**config.mk**
```make
export PLATFORM = sky130hd
export DESIGN_NAME = amns_bram_io_ctrl
export DESIGN_NICKNAME = d
export VERILOG_FILES = /design/src/rtl/amns_bram_io_ctrl.sv
export SDC_FILE = /design/constraint.sdc
export NUM_CORES = 2
export LEC_CHECK = 0
export ABC_AREA = 1
export ABC_CLOCK_PERIOD_IN_PS = 95700
export CORE_AREA = 2 2 606 608
export DETAILED_ROUTE_END_ITERATION = 10
export DIE_AREA = 0 0 608 610
export HOLD_SLACK_MARGIN = 0.06
export PLACE_DENSITY = 0.31
export SKIP_CTS_REPAIR_TIMING = 1
export SLEW_MARGIN = 20
export SYNTH_ARGS = -nofsm -noshare
export SYNTH_HDL_FRONTEND = slang
export SYNTH_SLANG_ARGS = --single-unit
```
**constraint.sdc**
```tcl
create_clock -name clock_i -period 95.7 [get_ports clock_i]
set_input_delay 19.14 -clock clock_i [delete_from_list [all_inputs] [get_ports clock_i]]
set_output_delay 19.14 -clock clock_i [all_outputs]
set_load 0.02 [all_outputs]
```
**src/rtl/amns_bram_io_ctrl.sv**
```systemverilog
`default_nettype none
// ============================================================================
// Module   : amns_bram_io_ctrl
// Purpose  : Design-side BRAM sequencer for the AMNS Montgomery multiplier.
//            On start it streams M'_0, M, A and B out of BRAM port B into
//            operand registers, kicks the multiplier, waits for its done,
//            writes the N*s result limbs back to BRAM and raises done_o.
// Ports    : clock_i/reset_i    - clock, async active-high reset
//            start_i / done_o   - host handshake (done_o is a level)
//            bram_*             - BRAM port B (byte address = word << 2)
//            mm_start_o/mm_done_i/res_i - multiplier handshake and result
//            M_prime_0_o/M_o/A_o/B_o    - registered operands, 17-bit limbs
// Revision : 1.0 - initial release
// ============================================================================
module amns_bram_io_ctrl #(
  parameter int N          = 5,
  parameter int s          = 4,
  parameter int RD_LATENCY = 1
) (
  input  logic                clock_i,
  input  logic                reset_i,
  input  logic                start_i,
  output logic                done_o,
  output logic                bram_en_o,
  output logic [3:0]          bram_we_o,
  output logic [31:0]         bram_addr_o,
  output logic [31:0]         bram_din_o,
  input  logic [31:0]         bram_dout_i,
  output logic                mm_start_o,
  input  logic                mm_done_i,
  output logic [N*17-1:0]     M_prime_0_o,
  output logic [N*s*17-1:0]   M_o,
  output logic [N*s*17-1:0]   A_o,
  output logic [N*s*17-1:0]   B_o,
  input  logic [N*s*17-1:0]   res_i
);

  localparam int LIMB_W = 17;
  localparam int NS     = N * s;
  localparam int TOTAL  = N + 3 * NS;
  localparam int CW     = $clog2(TOTAL + 1);

  typedef enum logic [2:0] {
    IDLE  = 3'd0,
    LOAD  = 3'd1,
    KICK  = 3'd2,
    WAIT  = 3'd3,
    STORE = 3'd4,
    DONE  = 3'd5
  } state_t;

  state_t                   state, state_nxt;
  logic [CW-1:0]            issue_cnt;
  logic [CW-1:0]            cap_cnt;
  logic [CW-1:0]            store_cnt;
  logic [RD_LATENCY-1:0]    vld_pipe;
  // All operand words are contiguous in BRAM, so one flat register indexed
  // by word number holds M'_0, M, A and B back to back.
  logic [TOTAL*LIMB_W-1:0]  opnd;
  logic [NS*LIMB_W-1:0]     result;
  logic                     issue_fire;
  logic                     cap_fire;
  logic                     cap_last;
  logic                     store_last;
  logic                     unused_dout;

  // Only the low 17 bits of each BRAM word carry a limb.
  assign unused_dout = &{1'b0, bram_dout_i[31:17]};

  assign issue_fire = (state == LOAD) && (issue_cnt < CW'(TOTAL));
  // A read is captured when its token reaches the end of the latency pipe,
  // so the capture point tracks RD_LATENCY without any counter arithmetic.
  assign cap_fire   = (state == LOAD) && vld_pipe[RD_LATENCY-1];
  assign cap_last   = cap_fire && (cap_cnt == CW'(TOTAL - 1));
  assign store_last = (store_cnt == CW'(NS - 1));

  assign M_prime_0_o = opnd[N*LIMB_W-1:0];
  assign M_o         = opnd[(N+NS)*LIMB_W-1   : N*LIMB_W];
  assign A_o         = opnd[(N+2*NS)*LIMB_W-1 : (N+NS)*LIMB_W];
  assign B_o         = opnd[TOTAL*LIMB_W-1    : (N+2*NS)*LIMB_W];

  always_ff @(posedge clock_i or posedge reset_i) begin
    if (reset_i) begin
      state <= IDLE;
    end else begin
      state <= state_nxt;
    end
  end

  always_comb begin
    state_nxt   = state;
    done_o      = 1'b0;
    mm_start_o  = 1'b0;
    bram_en_o   = 1'b0;
    bram_we_o   = 4'h0;
    bram_addr_o = 32'h0;
    bram_din_o  = 32'h0;
    case (state)
      IDLE: begin
        if (start_i) state_nxt = LOAD;
      end
      LOAD: begin
        if (issue_fire) begin
          bram_en_o   = 1'b1;
          bram_addr_o = {{(30-CW){1'b0}}, issue_cnt, 2'b00};
        end
        if (cap_last) state_nxt = KICK;
      end
      KICK: begin
        mm_start_o = 1'b1;
        state_nxt  = WAIT;
      end
      WAIT: begin
        if (mm_done_i) state_nxt = STORE;
      end
      STORE: begin
        bram_en_o   = 1'b1;
        bram_we_o   = 4'hf;
        bram_addr_o = {{(30-CW){1'b0}}, store_cnt, 2'b00};
        bram_din_o  = {15'b0, result[int'(store_cnt)*LIMB_W +: LIMB_W]};
        if (store_last) state_nxt = DONE;
      end
      DONE: begin
        done_o = 1'b1;
        if (start_i) state_nxt = LOAD;
      end
      default: state_nxt = IDLE;
    endcase
  end

  always_ff @(posedge clock_i or posedge reset_i) begin
    if (reset_i) begin
      issue_cnt <= '0;
      cap_cnt   <= '0;
      store_cnt <= '0;
      vld_pipe  <= '0;
      opnd      <= '0;
      result    <= '0;
    end else begin
      vld_pipe <= (vld_pipe << 1) | RD_LATENCY'(issue_fire);
      case (state)
        IDLE, DONE: begin
          if (start_i) begin
            issue_cnt <= '0;
            cap_cnt   <= '0;
          end
        end
        LOAD: begin
          if (issue_fire) issue_cnt <= issue_cnt + CW'(1);
          if (cap_fire) begin
            opnd[int'(cap_cnt)*LIMB_W +: LIMB_W] <= bram_dout_i[16:0];
            cap_cnt <= cap_cnt + CW'(1);
          end
        end
        WAIT: begin
          // The multiplier only guarantees res_i while mm_done_i is high.
          if (mm_done_i) begin
            result    <= res_i;
            store_cnt <= '0;
          end
        end
        STORE: begin
          store_cnt <= store_cnt + CW'(1);
        end
        default: ;
      endcase
    end
  end

endmodule
`default_nettype wire

```
==> results.tsv <==
stage	metric	value	unit
status	outcome	complete, no violations	
timing	max_slew_margin	0.289	
critical_path	path_buf_inv	3	
critical_path	path_cells	buf_4 > buf_4 > o21ai_0 > o22ai_1 > nand2_1 > nand2_1 > nand2_1 > a21oi_1 > clkdlybuf4s50_1	
pwr	vdd_drop_max	0.0160	mV
global_route	grt_max_degree	153	
layout	area_delta_synth_final	43.0	%
cts	cts_root_buf	clkbuf_16	
timing	worstMarginPinSlew	1070	ps
detailed_routing	route.vias.total	56000	
critical_path	path_class	reg2out	
global_route	grt_antenna_before_repair	79	
detailed_routing	wl	389	mm
floorplanning	floorplan.core_area	364000	sq um
global_route	track_usage	0.204	
critical_path	rrSetupSlack	90790	ps
critical_path	crit_slowest_cell	clkdlybuf4s50_1	
layout	final_cell_mix	2965 x nand2_1, 1480 x clkdlybuf4s50_1, 1468 x dfrtp_1	
timing	slew_viol_final	0	
worst_hold_path	hold_path_end	opnd[680]$_DFFE_PP0P_	
global_route	grt.overflow.total	0	
timing	grt_setup_unrepaired	no	
floorplanning	rows	222	
detailed_routing	detail-route-antenna-nets	0	
cts	clkSlewWorstSetupHoldPaths	60	ps
worst_hold_path	hold_start	opnd[680]$_DFFE_PP0P_	
floorplanning	initial_core_util	0.168	
timing	layout_min_cycle_time	24020	ps
flow_run	drv_cap	0	
critical_path	crit_required	76560	ps
floorplanning	die_y	610	um
cts	cts.sinks	1470	
detailed_routing	routed_via_density	4.14	
worst_hold_path	hold_path.class	reg2reg	
critical_path	timing.rr.start	cap_cnt[1]$_DFFE_PP0P_	
cts	clk-insertion-delay-late	900	ps
detailed_routing	wl_per_cell	28.7	um
cts	cts_buffer_depth	4	
critical_path	path_common_cell	nand2_1	
detailed_routing	dr.pass1.iters	5	
critical_path	cp-end-kind	output port	
pwr	p_leak	0.0381	uW
critical_path	critical_path.startpoint	store_cnt[0]$_DFFE_PP0P_	
floorplanning	boundaryPins	1552	
synthesis	yosys.area.top_type	dfrtp_1	
timing	worst_clock_skew	86.1	ps
critical_path	critPathTopFamily	buffers and inverters	
detailed_routing	initialDrtViolationCount	4061	
layout	fillers	40000	
critical_path	cp_max_fo	68	
synthesis	ys.flop_type	dfrtp_1	
floorplanning	die_area	371000	sq um
cts	htree_levels	4	
floorplanning	die_w	608	um
place	port_buffers	1496	
timing	fin_ws	71680	ps
pwr	powerDensity	25.4	nW/um^2
critical_path	reg2reg_depth	11	
synthesis	syn_avg_cell_area	8.48	sq um
layout	drive_gt1_frac	0.0602	
worst_hold_path	hold_depth	2	
place	dp_hpwl	292	mm
cts	cts_tree	built	
layout	final_common_cell	nand2_1	
synthesis	ys_async_sr_fraction	1.00	
timing	fin_setup_tns	0	ps
layout	fin_cells	13500	
critical_path	slowest_delay	760	ps
global_route	grt_pass1_wl	521	mm
timing	finalHoldViolations	0	
synthesis	synth_edf_count	0	
layout	fin_nets	8941	
global_route	grt_pass1_vias	55800	
place	place_ws	70070	ps
synthesis	yosys_warnings	0	
synthesis	syn_inst	7218	
place	finalWeightedCongestion	0.835	
critical_path	arrival	4880	ps
timing	worst_hold_slack	467	ps
critical_path	rr_endpoint	opnd[686]$_DFFE_PP0P_	
timing	finalSetupViolCount	0	
synthesis	ys_seq_elements	1470	
synthesis	synth.distinct_cells	30	
synthesis	synth.area.top_cells	dfrtp_1 60%, nand2_1 18%, o21ai_0 8.3%	
place	dpl.cell_count	13200	
cts	cts_buffers	196	
timing	clock.fmax	0.0416	GHz
critical_path	start_kind	flop	
detailed_routing	route.detailed.drc	0	
synthesis	syn_area	61200	sq um
synthesis	netlist.area_leader.share	0.601	
timing	min_period_over_period	0.251	
synthesis	ys_seq_area_frac	0.601	
==> worst register-to-register path, delay by kind of cell, from the launching register on <==
family,cells,cell delay [ps]
and+or+nand+nor,7,2850
buffers and inverters,3,1170
DFF,1,430
adders and majority gates,1,320
==> report_power, final <==
part	switching (uW)	internal, uW	leakage (uW)
logic	496	190	0.0206
registers	54.1	731	0.0143
clock network	314	439	0.00315
total	864	1360	0.0381
==> how the worst max path moves through the flow <==
stage                             end  slack [ps]  cells after the start
2_1_floorplan  cap_cnt[0]$_DFFE_PP0P_       35100                      1
3_3_place_gp     opnd[45]$_DFFE_PP0P_       70120                      8
3_5_place_dp    opnd[391]$_DFFE_PP0P_       70070                      8
4_1_cts         opnd[391]$_DFFE_PP0P_       71080                      8
5_1_grt         opnd[119]$_DFFE_PP0P_       70880                      8
6_report               bram_din_o[16]       71680                      9
==> cells by family (layout without fill, tap and decap cells) <==
logic type,count (synthesis),after routing,synth area share
other cells,1,51,0.0000613
buf+inv,917,2371,0.0621
xor+xnor,3,3,0.000736
compound gates,1100,1100,0.0908
simple gates,3721,3721,0.244
flops,1470,1470,0.601
fa+ha+maj,6,6,0.00123
==> through the flow <==
| step | utilization | cell area (sq um) | power (uW) |
|---|---|---|---|
| after floorplan | - | 61300 | 1150 |
| final | 0.240 | 87500 | 2220 |
| after global placement | 0.222 | 81000 | 1500 |
| after global routing | 0.240 | 87500 | 2350 |
| after CTS | 0.240 | 87500 | 2270 |
| after detailed placement | 0.222 | 81100 | 1500 |
==> final cells by class <==
cell class              instances  area, sq um  area share
multi-input cells            4870        20900       0.239
diodes                         11         27.5    0.000315
clock inverters                38          420     0.00480
inverters                     406         1550      0.0177
well taps                    4816         6030      0.0688
clock buffers                 312         5970      0.0683
flip-flops and latches       1470        36800       0.420
repair buffers               1615        15800       0.181
==> flip-flops by register name (all words and copies together), names as in the netlist <==
name / cells
opnd: 1105
cap_cnt: 7
state: 3
store_cnt: 7
vld_pipe: 1
issue_cnt: 7
result: 340
==> synthesized netlist by cell type (2+ instances only) <==
master,instances
nor2_1,240
a21oi_1,24
o21ai_1,27
inv_1,392
nand3_2,7
buf_2,74
o22ai_1,37
nand3_1,275
clkbuf_2,7
buf_1,17
xor2_1,2
ha_1,6
nor2_2,15
nand4_1,159
nand2_2,12
dfrtp_1,1470
clkinv_1,4
nor2_4,10
inv_2,10
o21ai_0,1011
nand2_1,2983
buf_4,67
clkbuf_1,345
nor3_1,18
==> routing by layer <==
| layer | track usage | routed length [um] |
|---|---|---|
| met1 | 0.231 | 148000 |
| met5 | 0 | 323 |
| met4 | 0.0826 | 18400 |
| met2 | 0.371 | 200000 |
| met3 | 0.0420 | 21600 |
Power figures use the tool's default switching activity.
